--- src/rtl/platform_if.sv ---
// Bus between the platform manager, the character block (ball position in)
// and the colour mapper (platform read port out).
interface platform_if #(
    parameter int unsigned NUM_PLAT = 8
);
    localparam int unsigned IDX_W = (NUM_PLAT > 1) ? $clog2(NUM_PLAT) : 1;

    logic [9:0]       BallX;
    logic [9:0]       BallY;
    logic [9:0]       BallS;
    logic [IDX_W-1:0] PlatIdx;
    logic [9:0]       PlatX;
    logic [9:0]       PlatY;
    logic             land;
    logic [9:0]       land_y;
    logic [9:0]       scroll_amt;
    logic             frame_done;
    logic [15:0]      score;
    logic             overrun;

    modport master (
        output BallX, BallY, BallS, PlatIdx,
        input  PlatX, PlatY, land, land_y, scroll_amt, frame_done, score, overrun
    );

    modport slave (
        input  BallX, BallY, BallS, PlatIdx,
        output PlatX, PlatY, land, land_y, scroll_amt, frame_done, score, overrun
    );
endinterface

--- src/rtl/platform_manager.sv ---
// Per-frame platform game logic: landing detection, field scroll with
// pseudo-random respawn, and saturating score.
module platform_manager #(
    parameter int unsigned NUM_PLAT    = 8,
    parameter int unsigned PLAT_W      = 40,
    parameter int unsigned PLAT_H      = 4,
    parameter int unsigned SCROLL_LINE = 160,
    parameter int unsigned Y_MAX       = 479,
    parameter logic [15:0] LFSR_SEED   = 16'hACE1
) (
    input  logic     Clk,
    input  logic     Reset,
    input  logic     frame_clk,
    input  logic     run,
    platform_if.slave bus
);
    localparam int unsigned IDX_W = (NUM_PLAT > 1) ? $clog2(NUM_PLAT) : 1;
    localparam logic [IDX_W-1:0] LAST_IDX = IDX_W'(NUM_PLAT - 1);
    localparam logic [10:0] PH_11     = 11'(PLAT_H);
    localparam logic [10:0] PW_M1_11  = 11'(PLAT_W - 1);
    localparam logic [10:0] YMAX_11   = 11'(Y_MAX);
    localparam logic [10:0] YWRAP_11  = 11'(Y_MAX + 1);
    localparam logic [9:0]  SCROLL_10 = 10'(SCROLL_LINE);

    typedef enum logic [1:0] {IDLE, SCAN, SCROLL, DONE} state_t;

    state_t           state, state_nx;
    logic [IDX_W-1:0] idx, idx_nx;
    logic             fc_q;
    logic [9:0]       sx, sx_nx, sy, sy_nx, ss, ss_nx;
    logic             falling, falling_nx;
    logic [9:0]       prev_y, prev_y_nx;
    logic [15:0]      lfsr;
    logic [9:0]       plat_x [NUM_PLAT];
    logic [9:0]       plat_y [NUM_PLAT];
    logic [9:0]       plat_x_nx [NUM_PLAT];
    logic [9:0]       plat_y_nx [NUM_PLAT];
    logic             hit_any, hit_any_nx;
    logic [9:0]       hit_y, hit_y_nx;
    logic             land_q, land_nx;
    logic [9:0]       land_y_q, land_y_nx;
    logic [9:0]       scroll_amt_q, scroll_amt_nx;
    logic             frame_done_q, frame_done_nx;
    logic [15:0]      score_q, score_nx;
    logic             overrun_q, overrun_nx;

    logic             frame_edge;
    logic [9:0]       delta_c;
    logic [10:0]      bot_c, right_c, px_c, py_c, ny_c;
    logic             hit_c;
    logic [16:0]      score_sum_c;
    logic             lfsr_fb;

    assign frame_edge  = frame_clk & ~fc_q;
    assign delta_c     = (sy < SCROLL_10) ? (SCROLL_10 - sy) : 10'd0;
    assign bot_c       = 11'(sy) + 11'(ss);
    assign right_c     = 11'(sx) + 11'(ss);
    assign px_c        = 11'(plat_x[idx]);
    assign py_c        = 11'(plat_y[idx]);
    assign ny_c        = py_c + 11'(delta_c);
    assign hit_c       = falling && (bot_c >= py_c) && (bot_c < py_c + PH_11)
                         && (right_c >= px_c) && (11'(sx) <= px_c + PW_M1_11);
    assign score_sum_c = {1'b0, score_q} + 17'(delta_c);
    assign lfsr_fb     = lfsr[15] ^ lfsr[13] ^ lfsr[12] ^ lfsr[10];

    // Next-state and next-register values; pulses are registered on entry to DONE
    always_comb begin
        state_nx      = state;
        idx_nx        = idx;
        sx_nx         = sx;
        sy_nx         = sy;
        ss_nx         = ss;
        falling_nx    = falling;
        prev_y_nx     = prev_y;
        plat_x_nx     = plat_x;
        plat_y_nx     = plat_y;
        hit_any_nx    = hit_any;
        hit_y_nx      = hit_y;
        land_nx       = 1'b0;
        frame_done_nx = 1'b0;
        land_y_nx     = land_y_q;
        scroll_amt_nx = scroll_amt_q;
        score_nx      = score_q;
        overrun_nx    = overrun_q | (frame_edge && (state != IDLE));

        case (state)
            IDLE: begin
                if (frame_edge && run) begin
                    sx_nx      = bus.BallX;
                    sy_nx      = bus.BallY;
                    ss_nx      = bus.BallS;
                    falling_nx = (bus.BallY > prev_y);
                    prev_y_nx  = bus.BallY;
                    idx_nx     = '0;
                    hit_any_nx = 1'b0;
                    state_nx   = SCAN;
                end
            end
            SCAN: begin
                if (hit_c && !hit_any) begin
                    hit_any_nx = 1'b1;
                    hit_y_nx   = plat_y[idx];
                end
                if (idx == LAST_IDX) begin
                    idx_nx   = '0;
                    state_nx = (delta_c != 10'd0) ? SCROLL : DONE;
                end else begin
                    idx_nx = idx + IDX_W'(1);
                end
            end
            SCROLL: begin
                if (ny_c > YMAX_11) begin
                    plat_y_nx[idx] = 10'(ny_c - YWRAP_11);
                    plat_x_nx[idx] = {1'b0, lfsr[8:0]} + 10'd32;
                end else begin
                    plat_y_nx[idx] = ny_c[9:0];
                end
                if (idx == LAST_IDX) begin
                    idx_nx   = '0;
                    state_nx = DONE;
                end else begin
                    idx_nx = idx + IDX_W'(1);
                end
            end
            DONE: begin
                state_nx = IDLE;
            end
            default: state_nx = IDLE;
        endcase

        if (state_nx == DONE) begin
            frame_done_nx = 1'b1;
            land_nx       = hit_any_nx;
            if (hit_any_nx) land_y_nx = hit_y_nx;
            scroll_amt_nx = delta_c;
            score_nx      = score_sum_c[16] ? 16'hFFFF : score_sum_c[15:0];
        end
    end

    always_ff @(posedge Clk) begin
        fc_q <= frame_clk;
        if (Reset) begin
            state        <= IDLE;
            idx          <= '0;
            sx           <= '0;
            sy           <= '0;
            ss           <= '0;
            falling      <= 1'b0;
            prev_y       <= '0;
            lfsr         <= LFSR_SEED;
            hit_any      <= 1'b0;
            hit_y        <= '0;
            land_q       <= 1'b0;
            land_y_q     <= '0;
            scroll_amt_q <= '0;
            frame_done_q <= 1'b0;
            score_q      <= '0;
            overrun_q    <= 1'b0;
            for (int i = 0; i < NUM_PLAT; i++) begin
                plat_x[i] <= 10'(64 * i + 32);
                plat_y[i] <= 10'(Y_MAX - 60 * i);
            end
        end else begin
            state        <= state_nx;
            idx          <= idx_nx;
            sx           <= sx_nx;
            sy           <= sy_nx;
            ss           <= ss_nx;
            falling      <= falling_nx;
            prev_y       <= prev_y_nx;
            lfsr         <= {lfsr[14:0], lfsr_fb};
            hit_any      <= hit_any_nx;
            hit_y        <= hit_y_nx;
            land_q       <= land_nx;
            land_y_q     <= land_y_nx;
            scroll_amt_q <= scroll_amt_nx;
            frame_done_q <= frame_done_nx;
            score_q      <= score_nx;
            overrun_q    <= overrun_nx;
            plat_x       <= plat_x_nx;
            plat_y       <= plat_y_nx;
        end
    end

    assign bus.PlatX      = plat_x[bus.PlatIdx];
    assign bus.PlatY      = plat_y[bus.PlatIdx];
    assign bus.land       = land_q;
    assign bus.land_y     = land_y_q;
    assign bus.scroll_amt = scroll_amt_q;
    assign bus.frame_done = frame_done_q;
    assign bus.score      = score_q;
    assign bus.overrun    = overrun_q;
endmodule

--- src/flat_wrapper.sv ---
// flat-port wrapper written by rule: the top's interface ports become plain ports
module platform_manager_flat 
#(
    parameter int unsigned NUM_PLAT    = 8,
    parameter int unsigned PLAT_W      = 40,
    parameter int unsigned PLAT_H      = 4,
    parameter int unsigned SCROLL_LINE = 160,
    parameter int unsigned Y_MAX       = 479,
    parameter logic [15:0] LFSR_SEED   = 16'hACE1
)
  (Clk, Reset, frame_clk, run, bus_BallX, bus_BallY, bus_BallS, bus_PlatIdx, bus_PlatX, bus_PlatY, bus_land, bus_land_y, bus_scroll_amt, bus_frame_done, bus_score, bus_overrun);
  platform_if #(.NUM_PLAT(NUM_PLAT)) bus_i ();
  input  logic Clk;
  input  logic Reset;
  input  logic frame_clk;
  input  logic run;
  input wire logic [$bits(bus_i.BallX)-1:0] bus_BallX;
  input wire logic [$bits(bus_i.BallY)-1:0] bus_BallY;
  input wire logic [$bits(bus_i.BallS)-1:0] bus_BallS;
  input wire logic [$bits(bus_i.PlatIdx)-1:0] bus_PlatIdx;
  output wire logic [$bits(bus_i.PlatX)-1:0] bus_PlatX;
  output wire logic [$bits(bus_i.PlatY)-1:0] bus_PlatY;
  output wire logic [$bits(bus_i.land)-1:0] bus_land;
  output wire logic [$bits(bus_i.land_y)-1:0] bus_land_y;
  output wire logic [$bits(bus_i.scroll_amt)-1:0] bus_scroll_amt;
  output wire logic [$bits(bus_i.frame_done)-1:0] bus_frame_done;
  output wire logic [$bits(bus_i.score)-1:0] bus_score;
  output wire logic [$bits(bus_i.overrun)-1:0] bus_overrun;
  assign bus_i.BallX = bus_BallX;
  assign bus_i.BallY = bus_BallY;
  assign bus_i.BallS = bus_BallS;
  assign bus_i.PlatIdx = bus_PlatIdx;
  assign bus_PlatX = bus_i.PlatX;
  assign bus_PlatY = bus_i.PlatY;
  assign bus_land = bus_i.land;
  assign bus_land_y = bus_i.land_y;
  assign bus_scroll_amt = bus_i.scroll_amt;
  assign bus_frame_done = bus_i.frame_done;
  assign bus_score = bus_i.score;
  assign bus_overrun = bus_i.overrun;
  platform_manager #(.NUM_PLAT(NUM_PLAT), .PLAT_W(PLAT_W), .PLAT_H(PLAT_H), .SCROLL_LINE(SCROLL_LINE), .Y_MAX(Y_MAX), .LFSR_SEED(LFSR_SEED)) u_core (.Clk(Clk), .Reset(Reset), .frame_clk(frame_clk), .run(run), .bus(bus_i));
endmodule
--- config.mk ---
export PLATFORM = sky130hd
export DESIGN_NAME = platform_manager_flat
export DESIGN_NICKNAME = d
export VERILOG_FILES = /design/src/rtl/platform_if.sv /design/src/rtl/platform_manager.sv /design/src/flat_wrapper.sv
export SDC_FILE = /design/constraint.sdc
export NUM_CORES = 1
export LEC_CHECK = 0
export ABC_CLOCK_PERIOD_IN_PS = 14900
export CORE_UTILIZATION = 25
export DETAILED_ROUTE_END_ITERATION = 16
export PLACE_DENSITY = 0.42
export SLEW_MARGIN = 40
export SYNTH_ARGS = -nofsm -noshare
export SYNTH_HDL_FRONTEND = slang
export SYNTH_SLANG_ARGS = --single-unit
--- constraint.sdc ---
create_clock -name Clk -period 14.9 [get_ports Clk]
set_clock_uncertainty 0.05 [all_clocks]
set_input_delay 1.49 -clock Clk [delete_from_list [all_inputs] [get_ports Clk]]
set_output_delay 1.49 -clock Clk [all_outputs]
set_load 0.03 [all_outputs]
=== After elaboration in Yosys (flattened, before gate mapping) ===
Cells that the tools add are included.

* Bits in read-only memories: 0
* Register bits after elaboration: 263
* Memories kept: 0
* Logic and storage cells: 120
* RAM bits: 0
* Latch bits: 0

* Shift operators: 0
* Div/mod/pow operators: 0
* Bitwise logic cells: 9
* Muxes and demuxes: 34
* Equality and inequality tests: 6
* Reduce and logical (&&, ||, !) cells: 19
* Order comparisons: 10
* Add/sub/neg operators: 10
* Multipliers: 0

{| class="wikitable"
|+ Operators by type and width
! operator !! count
|-
| $bwmux 80 || 3
|-
| $bmux 10 s3 || 4
|-
| $mux 10 || 12
|-
| $mux 80 || 1
|-
| $add 10x10->11 || 3
|-
| $demux 10 s3 || 1
|-
| $ge 11x10->1 || 2
|-
| $add 16x10->17 || 1
|-
| $mux 16 || 1
|-
| $add 10x3->11 const B || 1
|-
| $add 10x6->11 const B || 1
|-
| $gt 11x9->1 const B || 1
|-
| $le 10x11->1 || 1
|-
| $lt 11x11->1 || 1
|-
| $add 9x6->10 const B || 1
|-
| $gt 10x10->1 || 1
|-
| $lt 10x8->1 const B || 1
|-
| $reduce_bool 10->1 || 1
|-
| $sub 10x9->10 const B || 1
|-
| $sub 8x10->10 const A || 1
|-
| $ge 4x4->1 const B || 2
|-
| $logic_and 1x1->1 || 8
|-
| $not 3->4 || 2
|-
| $pmux 2 s4 || 1
|-
| 20 further kinds || 36
|}

=== Logic depth before layout (Yosys ltp) ===
Gate-level depths: netlist of the first run.

* Depth in word-level cells: 13
* Mapped depth: 25

=== Least setup slack after synthesis of the first run ===
OpenSTA, ideal clock, no wires.

* Path type: reg2reg
* From: register u_core.idx[2]
* To: register u_core.plat_x[30] in the netlist's numbering
* Setup time: 0.116 ns
* Data required time: 14.734 ns
* Path buffers: 6
* Data arrival time: 5.622 ns
* Cell stages (with the launch flop): 24
* Setup slack: 9.112 ns
* Cell sequence: dfxtp_1 > buf_2 > buf_1 > clkbuf_1 > buf_1 > mux2_2 > a21oi_1 > o21ai_0 > ha_1 > inv_1 > fa_1 > nor2b_1 > o31a_1 > o311a_1 > nor3_1 > ha_1 > nand2_1 > o31a_1 > a41oi_1 > a31o_2 > clkbuf_1 > clkbuf_1 > nand2_1 > a31o_2

* Cells in the longest elaborated chain, start to end: 7
* Elaborated cells on any way between the ends: 13

{| class="wikitable"
|+ RTL lines
! item !! line !! source
|-
| from (decl) || platform_manager.sv:28 || <nowiki>logic [IDX_W-1:0] idx, idx_nx;</nowiki>
|-
| from (signal assigned) || platform_manager.sv:165 || <nowiki>idx <= idx_nx;</nowiki>
|-
| $not 3->4 (not written as such) (*) || platform_manager.sv:59, platform_manager.sv:114 ||
|-
| $bmux 10 s3 || platform_manager.sv:59 || <nowiki>assign py_c = 11'(plat_y[idx]);</nowiki>
|-
| $mux 10 (not written as such) (2 in series) || platform_manager.sv:59 ||
|-
| $add 10x10->11 || platform_manager.sv:60 || <nowiki>assign ny_c = py_c + 11'(delta_c);</nowiki>
|-
| $gt 11x9->1 || platform_manager.sv:112 || <nowiki>if (ny_c > YMAX_11) begin</nowiki>
|-
| $reduce_and 2->1 (no source line) || - ||
|-
| to (signal, indexed assignment) || platform_manager.sv:160 || <nowiki>plat_x[i] <= 10'(64 * i + 32);</nowiki>
|-
| to (signal assigned) || platform_manager.sv:180 || <nowiki>plat_x <= plat_x_nx;</nowiki>
|-
| to (decl) || platform_manager.sv:34 || <nowiki>logic [9:0] plat_x [NUM_PLAT];</nowiki>
|}

Mark *: on every way between the ends. The rest lies on a longest branch, timed or not. The select of a mux whose other input is x is not followed.
A chain may end at the register's enable or synchronous reset.

=== Final worst setup path of the first run ===
* From: register u_core.idx[2]
* To: register u_core.plat_y[15] in the netlist's numbering

* Cells in the longest elaborated chain, start to end: 8
* Elaborated cells on any way between the ends: 15

{| class="wikitable"
|+ RTL lines
! item !! line !! source
|-
| $not 3->4 (not written as such) (*) || platform_manager.sv:59, platform_manager.sv:113, platform_manager.sv:116 ||
|-
| $bmux 10 s3 || platform_manager.sv:59 ||
|-
| $mux 10 (not written as such) (2 in series) || platform_manager.sv:59 ||
|-
| $add 10x10->11 || platform_manager.sv:60 ||
|-
| $sub 10x9->10 || platform_manager.sv:113 || <nowiki>plat_y_nx[idx] = 10'(ny_c - YWRAP_11);</nowiki>
|-
| $bwmux 80 || platform_manager.sv:113 ||
|-
| $mux 80 (*) || platform_manager.sv:112 ||
|-
| to (signal, indexed assignment) || platform_manager.sv:161 || <nowiki>plat_y[i] <= 10'(Y_MAX - 60 * i);</nowiki>
|-
| to (signal assigned) || platform_manager.sv:181 || <nowiki>plat_y <= plat_y_nx;</nowiki>
|-
| to (decl) || platform_manager.sv:35 || <nowiki>logic [9:0] plat_y [NUM_PLAT];</nowiki>
|}

Marks and branches as above.

==> metrics.txt, run 1 <==
# TYPE chip_impl_metric gauge
chip_impl_metric{name="rows",unit=""} 90
chip_impl_metric{name="vias",unit=""} 13237
chip_impl_metric{name="grt_use_total",unit=""} 0.171
chip_impl_metric{name="die_width",unit="um"} 250
chip_impl_metric{name="grt_pass1_wl",unit="um"} 82000
chip_impl_metric{name="cells_after_synth",unit=""} 1680
chip_impl_metric{name="totalWireLength",unit="um"} 53900
chip_impl_metric{name="synth_top_area_share",unit=""} 0.343
chip_impl_metric{name="post_cts_resize_count",unit=""} 0
chip_impl_metric{name="syn-cell-area",unit="um^2"} 15400
chip_impl_metric{name="post_synth.cell_area_avg",unit="um^2"} 9.15
chip_impl_metric{name="peakVddDrop",unit="mV"} 0.0574
chip_impl_metric{name="design_area",unit="um^2"} 18400
chip_impl_metric{name="fp.dieH",unit="um"} 250
chip_impl_metric{name="worst_path_largest_cell_delay",unit="ps"} 610
chip_impl_metric{name="required",unit="ps"} 15220
chip_impl_metric{name="drcViolationCount",unit=""} 0
chip_impl_info{name="synth_top_area_cell",value="dfxtp_1"} 1
chip_impl_metric{name="tns",unit="ps"} 0
chip_impl_metric{name="grt_max_degree",unit=""} 72
chip_impl_metric{name="worst_path_clk_slew",unit="ps"} 60
chip_impl_metric{name="synthArstFlopShare",unit=""} 0
chip_impl_metric{name="report.final.hold_viol_count",unit=""} 0
chip_impl_metric{name="clock_tree.htree_level_count",unit=""} 2
chip_impl_info{name="yosys-top-cells-area",value="dfxtp_1, ha_1, mux4_2"} 1
chip_impl_metric{name="met1_use_gr",unit=""} 0.244
chip_impl_metric{name="drive_above_1_share",unit=""} 0.157
chip_impl_metric{name="routed_via_density",unit=""} 5.18
chip_impl_metric{name="setup_violations",unit=""} 0
chip_impl_metric{name="dpl_cell_area",unit="um^2"} 17100
chip_impl_metric{name="buffer_ports.inserted",unit=""} 95
chip_impl_info{name="timing.critical_path.cells",value="buf_4 > nor2_1 > a22oi_1 > o22ai_1 > a21oi_1 > o21ai_0 > ha_1 > inv_1 > fa_1 > nor2b_1 > o31a_1 > o311a_1 > nor3_2 > ha_1 > nand2_1 > o31a_1 > a41oi_1 > a31oi_4 > buf_4 > xnor2_1 > o211ai_1"} 1
chip_impl_metric{name="die_area",unit="um^2"} 62500
chip_impl_metric{name="grtUsageMet3",unit=""} 0.0263
chip_impl_metric{name="synth-edff-count",unit=""} 0
chip_impl_info{name="min-delay-path-class",value="reg2reg"} 1
chip_impl_metric{name="initial_core_util",unit=""} 0.254
chip_impl_metric{name="instances_no_fill",unit=""} 2555
chip_impl_metric{name="max-slew-margin-rel",unit=""} 0.391
chip_impl_metric{name="total_congestion_overflow_after_global_routing",unit=""} 0
chip_impl_info{name="critPathCaptureType",value="flop"} 1
chip_impl_metric{name="ant_cells",unit=""} 0
chip_impl_metric{name="drt-wirelength-per-cell",unit="um"} 21.1
chip_impl_metric{name="grt.met2_usage",unit=""} 0.270
chip_impl_metric{name="cts_inserted_buffers",unit=""} 36
chip_impl_metric{name="initial_antenna_violation_count",unit=""} 1
chip_impl_info{name="cell_with_the_largest_stage_delay_on_the_worst_path",value="buf_4"} 1
chip_impl_metric{name="achievable-frequency",unit="MHz"} 162
chip_impl_metric{name="shortest_clock_period_the_worst_path_allows_after_layout",unit="ps"} 6160
chip_impl_info{name="run_status",value="completed"} 1
chip_impl_info{name="critical-path-top-delay-family",value="compound AO/OA/AOI/OAI gates"} 1
chip_impl_metric{name="synth_sequential_area_ratio",unit=""} 0.343
chip_impl_metric{name="crit_arrival",unit="ps"} 6480
chip_impl_metric{name="ys_types",unit=""} 76
chip_impl_metric{name="timing.final.max_slew_violations",unit=""} 0
chip_impl_info{name="kind_of_start_point_of_the_critical_path",value="flop"} 1
chip_impl_metric{name="period_share",unit=""} 0.413
chip_impl_info{name="grt_setup_unrepaired",value="false"} 1
chip_impl_metric{name="cts_hold_repair.buffers",unit=""} 0
chip_impl_metric{name="via_count_of_the_first_global_routing_pass",unit=""} 12758
chip_impl_metric{name="ys_ff_latch",unit=""} 263
chip_impl_metric{name="place.detailed.hpwl",unit="um"} 37200
chip_impl_metric{name="power_density_of_the_placed_cells",unit="nW/um^2"} 103
chip_impl_metric{name="numClockSinks",unit=""} 263
chip_impl_metric{name="first_pass_iters",unit=""} 5
chip_impl_metric{name="route.antenna.remaining_nets",unit=""} 0
chip_impl_info{name="globalRoute.busiestLayer",value="met2"} 1
chip_impl_metric{name="floorplan.core_area",unit="um^2"} 60600
chip_impl_metric{name="max_cap_violations",unit=""} 0
chip_impl_metric{name="drc_violation_total_after_the_first_tritonroute_iteration",unit=""} 1036
chip_impl_info{name="cts_root_buffer",value="clkbuf_16"} 1
chip_impl_metric{name="floorplan.io_pins",unit=""} 96
chip_impl_metric{name="globalplace.congestion",unit=""} 0.851
chip_impl_metric{name="tightest_slew",unit="ps"} 913
chip_impl_info{name="most-common-layout-cells",value="dfxtp_1, nand2_1, nor2_1"} 1
chip_impl_metric{name="power.leakage",unit="nW"} 7.12
chip_impl_metric{name="synthToLayoutAreaGrowth",unit="%"} 19.8
chip_impl_metric{name="clock_tree.buffer_depth",unit=""} 3
chip_impl_metric{name="insertion_delay",unit="ps"} 550
chip_impl_info{name="path_class",value="reg2reg"} 1
chip_impl_metric{name="final_nets",unit=""} 1886
chip_impl_metric{name="place_inst",unit=""} 2489
chip_impl_info{name="most_common_library_cell_in_the_layout_ignoring_fill_and_taps",value="dfxtp_1"} 1
chip_impl_info{name="tritoncts",value="yes"} 1
chip_impl_info{name="synth_ff_type",value="dfxtp_1"} 1
chip_impl_metric{name="timing.critical_path.fanout_max",unit=""} 66
chip_impl_metric{name="fin_util",unit=""} 0.304
chip_impl_metric{name="critPathBufInv",unit=""} 3
chip_impl_metric{name="nFillCells",unit=""} 6367
chip_impl_metric{name="post-cts-setup-buffer-count",unit=""} 0
chip_impl_metric{name="synth.yosys.warnings",unit=""} 0
## through the flow
step / setup slack [ps] / hold slack (ps) / power [mW]
2_1_floorplan: 9110 / 339 / 0.902
3_3_place_gp: 8810 / 340 / 0.986
3_5_place_dp: 8620 / 346 / 0.987
4_1_cts: 8570 / 359 / 1.92
5_1_grt: 8260 / 368 / 1.98
6_report: 8740 / 356 / 1.90
## synthesized netlist by cell type (all sizes together) (4+ instances only)
| cell type | count |
|---|---|
| a211o | 12 |
| a211oi | 22 |
| a21o | 11 |
| a21oi | 104 |
| a221oi | 6 |
| a22oi | 14 |
| a31o | 62 |
| a31oi | 13 |
| a41oi | 8 |
| and2 | 12 |
| and3 | 12 |
| and4 | 6 |
| buf | 30 |
| clkbuf | 70 |
| dfxtp | 263 |
| fa | 4 |
| ha | 100 |
| inv | 62 |
| mux2 | 30 |
| mux2i | 62 |
| mux4 | 59 |
| nand2 | 181 |
| nand2b | 10 |
| nand3 | 31 |
| nand4 | 4 |
| nor2 | 140 |
| nor2b | 21 |
| nor3 | 81 |
| nor3b | 9 |
| nor4 | 5 |
| o211ai | 35 |
| o21a | 9 |
| o21ai | 53 |
| o21bai | 6 |
| o221ai | 9 |
| o22ai | 10 |
| o31a | 5 |
| or2 | 13 |
| or3 | 8 |
| or4 | 5 |
| xnor2 | 34 |
| xor2 | 20 |
## per-layer routing
layer / routed length [um] / vias to the layer above / part of all wire
met1: 26400 / 6527 / 0.49
met3: 2380 / 54 / 0.044
met2: 24100 / 322 / 0.45
li1: - / 6334 / -
met5: 0 / - / 0
met4: 914 / 0 / 0.017
## where the power goes
group,internal [mW],switching (mW),total (mW)
Clock,0.575,0.349,0.924
Combinational,0.0873,0.172,0.259
Sequential,0.710,0.00604,0.716
Total,1.37,0.527,1.90
## logic make-up (layout without fill, tap and decap cells)
family                   count (synthesis)  count (layout)  synth area share
AO/OA/AOI/OAI                          403             403             0.184
XOR/XNOR                                54              54            0.0308
adder cells (fa/ha/maj)                104             104            0.0866
buffers and inverters                  162             252            0.0430
flip-flops                             263             263             0.343
multiplexers                           151             151             0.150
other                                    1               4          0.000244
AND/OR/NAND/NOR                        542             542             0.162
## final cells by class
class                   instances  area [um^2]  share of cell area
clock buffers                  53         1090              0.0590
multi-input cells            1258         9510               0.517
repair buffers                124         1160              0.0629
inverters                      62          235              0.0128
well taps                     782          978              0.0531
flip-flops and latches        263         5270               0.286
clock inverters                13          173             0.00938
## path summary, 6_finish.rpt
path,startpoint,end,slack [ps],depth (start not counted)
worst max-delay path,u_core.idx[2]$_SDFFE_PP0P_,u_core.plat_y[15]$_SDFFE_PP1P_,8740,21
worst min-delay path,u_core.lfsr[9]$_SDFF_PP0_,u_core.lfsr[10]$_SDFF_PP1_,360,1
worst max register to register,u_core.idx[2]$_SDFFE_PP0P_,u_core.plat_y[15]$_SDFFE_PP1P_,8740,21
worst min register to register,u_core.lfsr[9]$_SDFF_PP0_,u_core.lfsr[10]$_SDFF_PP1_,360,1
Note: power is estimated with default switching activity, not from simulation.
==> inputs of run 2 (changes only) <==
- ABC_CLOCK_PERIOD_IN_PS: 14900 -> 6300
- clock period: 14.9 -> 6.3 ns (I/O delays scaled with it)
==> metrics.txt, run 2 (synthesis results as in run 1) <==
# TYPE chip_impl_metric gauge
chip_impl_metric{name="buffer_ports.inserted",unit=""} 95
chip_impl_info{name="min-delay-path-class",value="reg2reg"} 1
chip_impl_metric{name="drt-wirelength-per-cell",unit="um"} 20.8
chip_impl_metric{name="clockPowerShare",unit=""} 0.449
chip_impl_metric{name="die_area",unit="um^2"} 62500
chip_impl_metric{name="worst_hold_slack",unit="ps"} 351
chip_impl_info{name="path_class",value="reg2reg"} 1
chip_impl_info{name="most_common_library_cell_in_the_layout_ignoring_fill_and_taps",value="dfxtp_1"} 1
chip_impl_metric{name="seq_power_share",unit=""} 0.401
chip_impl_metric{name="first_pass_iters",unit=""} 9
chip_impl_metric{name="globalplace.congestion",unit=""} 0.807
chip_impl_metric{name="routed_via_density",unit=""} 5.16
chip_impl_metric{name="power_density_of_the_placed_cells",unit="nW/um^2"} 231
chip_impl_metric{name="cts_hold_repair.buffers",unit=""} 0
chip_impl_metric{name="place_inst",unit=""} 2502
chip_impl_metric{name="total_congestion_overflow_after_global_routing",unit=""} 0
chip_impl_metric{name="via_count_of_the_first_global_routing_pass",unit=""} 12960
chip_impl_metric{name="p_sw",unit="mW"} 1.22
chip_impl_metric{name="initial_antenna_violation_count",unit=""} 0
chip_impl_metric{name="max-slew-margin-rel",unit=""} 0.453
chip_impl_metric{name="final_nets",unit=""} 1897
chip_impl_metric{name="timing.final.max_slew_violations",unit=""} 0
chip_impl_metric{name="power.share.switching",unit=""} 0.289
chip_impl_metric{name="fp.dieH",unit="um"} 250
chip_impl_metric{name="floorplan.io_pins",unit=""} 96
chip_impl_metric{name="peakVddDrop",unit="mV"} 0.143
chip_impl_metric{name="tns",unit="ps"} 0
chip_impl_metric{name="cts_inserted_buffers",unit=""} 34
chip_impl_metric{name="period_share",unit=""} 0.910
chip_impl_metric{name="worst_setup_timing_slack_at_the_placement_stage",unit="ps"} 611
chip_impl_metric{name="initial_core_util",unit=""} 0.254
chip_impl_metric{name="worst_path_clk_slew",unit="ps"} 60
chip_impl_metric{name="numClockSinks",unit=""} 263
chip_impl_info{name="tritoncts",value="yes"} 1
chip_impl_metric{name="achievable-frequency",unit="MHz"} 174
chip_impl_info{name="critPathCaptureType",value="flop"} 1
chip_impl_metric{name="timing.critical_path.fanout_max",unit=""} 15
chip_impl_metric{name="setup_violations",unit=""} 0
chip_impl_metric{name="report.final.hold_viol_count",unit=""} 0
chip_impl_metric{name="ant_cells",unit=""} 0
chip_impl_metric{name="holdPathStages",unit=""} 1
chip_impl_metric{name="max_cap_violations",unit=""} 0
chip_impl_metric{name="tightest_slew",unit="ps"} 797
chip_impl_metric{name="shortest_clock_period_the_worst_path_allows_after_layout",unit="ps"} 5730
chip_impl_metric{name="vias",unit=""} 13209
chip_impl_metric{name="clock_tree.htree_level_count",unit=""} 2
chip_impl_metric{name="crit_arrival",unit="ps"} 6120
chip_impl_metric{name="depth_of_the_worst_register_to_register_path",unit=""} 19
chip_impl_metric{name="combPwrFrac",unit=""} 0.151
chip_impl_metric{name="internal_power",unit="mW"} 3.00
chip_impl_metric{name="drcViolationCount",unit=""} 0
chip_impl_info{name="kind_of_start_point_of_the_critical_path",value="flop"} 1
chip_impl_metric{name="die_width",unit="um"} 250
chip_impl_metric{name="power.leakage",unit="nW"} 7.07
chip_impl_metric{name="post-cts-setup-buffer-count",unit=""} 0
chip_impl_metric{name="place.detailed.hpwl",unit="um"} 37500
chip_impl_metric{name="clock_tree.buffer_depth",unit=""} 3
chip_impl_metric{name="instances_no_fill",unit=""} 2560
chip_impl_info{name="run_status",value="completed"} 1
chip_impl_metric{name="rows",unit=""} 90
chip_impl_metric{name="drive_above_1_share",unit=""} 0.159
chip_impl_metric{name="required",unit="ps"} 6680
chip_impl_info{name="grt_setup_unrepaired",value="false"} 1
chip_impl_metric{name="drc_violation_total_after_the_first_tritonroute_iteration",unit=""} 947
chip_impl_metric{name="grt_use_total",unit=""} 0.169
chip_impl_metric{name="fin_util",unit=""} 0.303
chip_impl_metric{name="totalWireLength",unit="um"} 53300
chip_impl_info{name="cts_root_buffer",value="clkbuf_16"} 1
chip_impl_metric{name="route.antenna.remaining_nets",unit=""} 0
chip_impl_metric{name="insertion_delay",unit="ps"} 560
chip_impl_metric{name="grt_pass1_wl",unit="um"} 81500
chip_impl_info{name="most-common-layout-cells",value="dfxtp_1, nand2_1, nor2_1"} 1
chip_impl_metric{name="setup_slack",unit="ps"} 565
chip_impl_metric{name="floorplan.core_area",unit="um^2"} 60600
chip_impl_metric{name="grt_max_degree",unit=""} 74
chip_impl_metric{name="synthToLayoutAreaGrowth",unit="%"} 19.3
chip_impl_metric{name="post_cts_resize_count",unit=""} 0
==> run 2: final cells by class <==
cell class | instances | area, um^2
Sequential cell | 263 | 5270
Fill cell | 6324 | 42300
Timing Repair Buffer | 137 | 1260
Clock buffer | 51 | 995
Tap cell | 782 | 978
Inverter | 62 | 235
Multi-Input combinational cell | 1258 | 9510
Clock inverter | 7 | 78.8
==> run 2: layer usage <==
metal | wire length [um] | track usage | part of all wire
met4 | 956 | 0.0401 | 0.018
met5 | 0 | 0 | 0
met3 | 2470 | 0.0265 | 0.046
met2 | 24500 | 0.275 | 0.46
met1 | 25300 | 0.232 | 0.47
==> run 2: power groups by stage <==
stage | logic, mW | clock network, mW | registers [mW]
after CTS | 0.635 | 1.96 | 1.69
after global placement | 0.628 | 0 | 1.73
final | 0.636 | 1.90 | 1.69
after detailed placement | 0.630 | 0 | 1.73
after floorplan | 0.410 | 0 | 1.72
after global routing | 0.698 | 2.03 | 1.70
==> run 2: worst paths after layout <==
kind | from | end | slack, ps
setup / recovery | u_core.idx[0]$_SDFFE_PP0P_ | u_core.plat_x[51]$_SDFFE_PP0P_ | 570
hold / removal | u_core.lfsr[14]$_SDFF_PP0_ | u_core.lfsr[15]$_SDFF_PP1_ | 350
setup reg to reg | u_core.idx[0]$_SDFFE_PP0P_ | u_core.plat_x[51]$_SDFFE_PP0P_ | 570
hold reg to reg | u_core.lfsr[14]$_SDFF_PP0_ | u_core.lfsr[15]$_SDFF_PP1_ | 350
==> run 2: per-stage QoR <==
stage	instance area [um^2]	total power, mW
finish	18300	4.23
global route	18300	4.42
CTS	18300	4.29
detailed placement	17300	2.36
global placement	17200	2.36
floorplan	15400	2.13
==> run 2: worst max-delay path, stage by stage (launching register included) <==
cell and delay, ps:
dfxtp_1 530, buf_4 280, nor2_1 360, a22oi_1 160, o21ai_0 520, ha_1 310
inv_1 60, fa_1 390, nor2b_1 190, o31a_1 200, nor4_1 60, nor3_1 170
buf_4 180, ha_1 140, nand2_1 50, o31a_1 240, a41oi_1 400, a31o_2 440
nand2_1 450, a31o_2 400
==> inputs of run 3 (changes only) <==
- CTS_CLUSTER_SIZE: unset -> 25
==> results of run 3 <==
No change in the layout: final DEF, timing and power equal those of run 2.
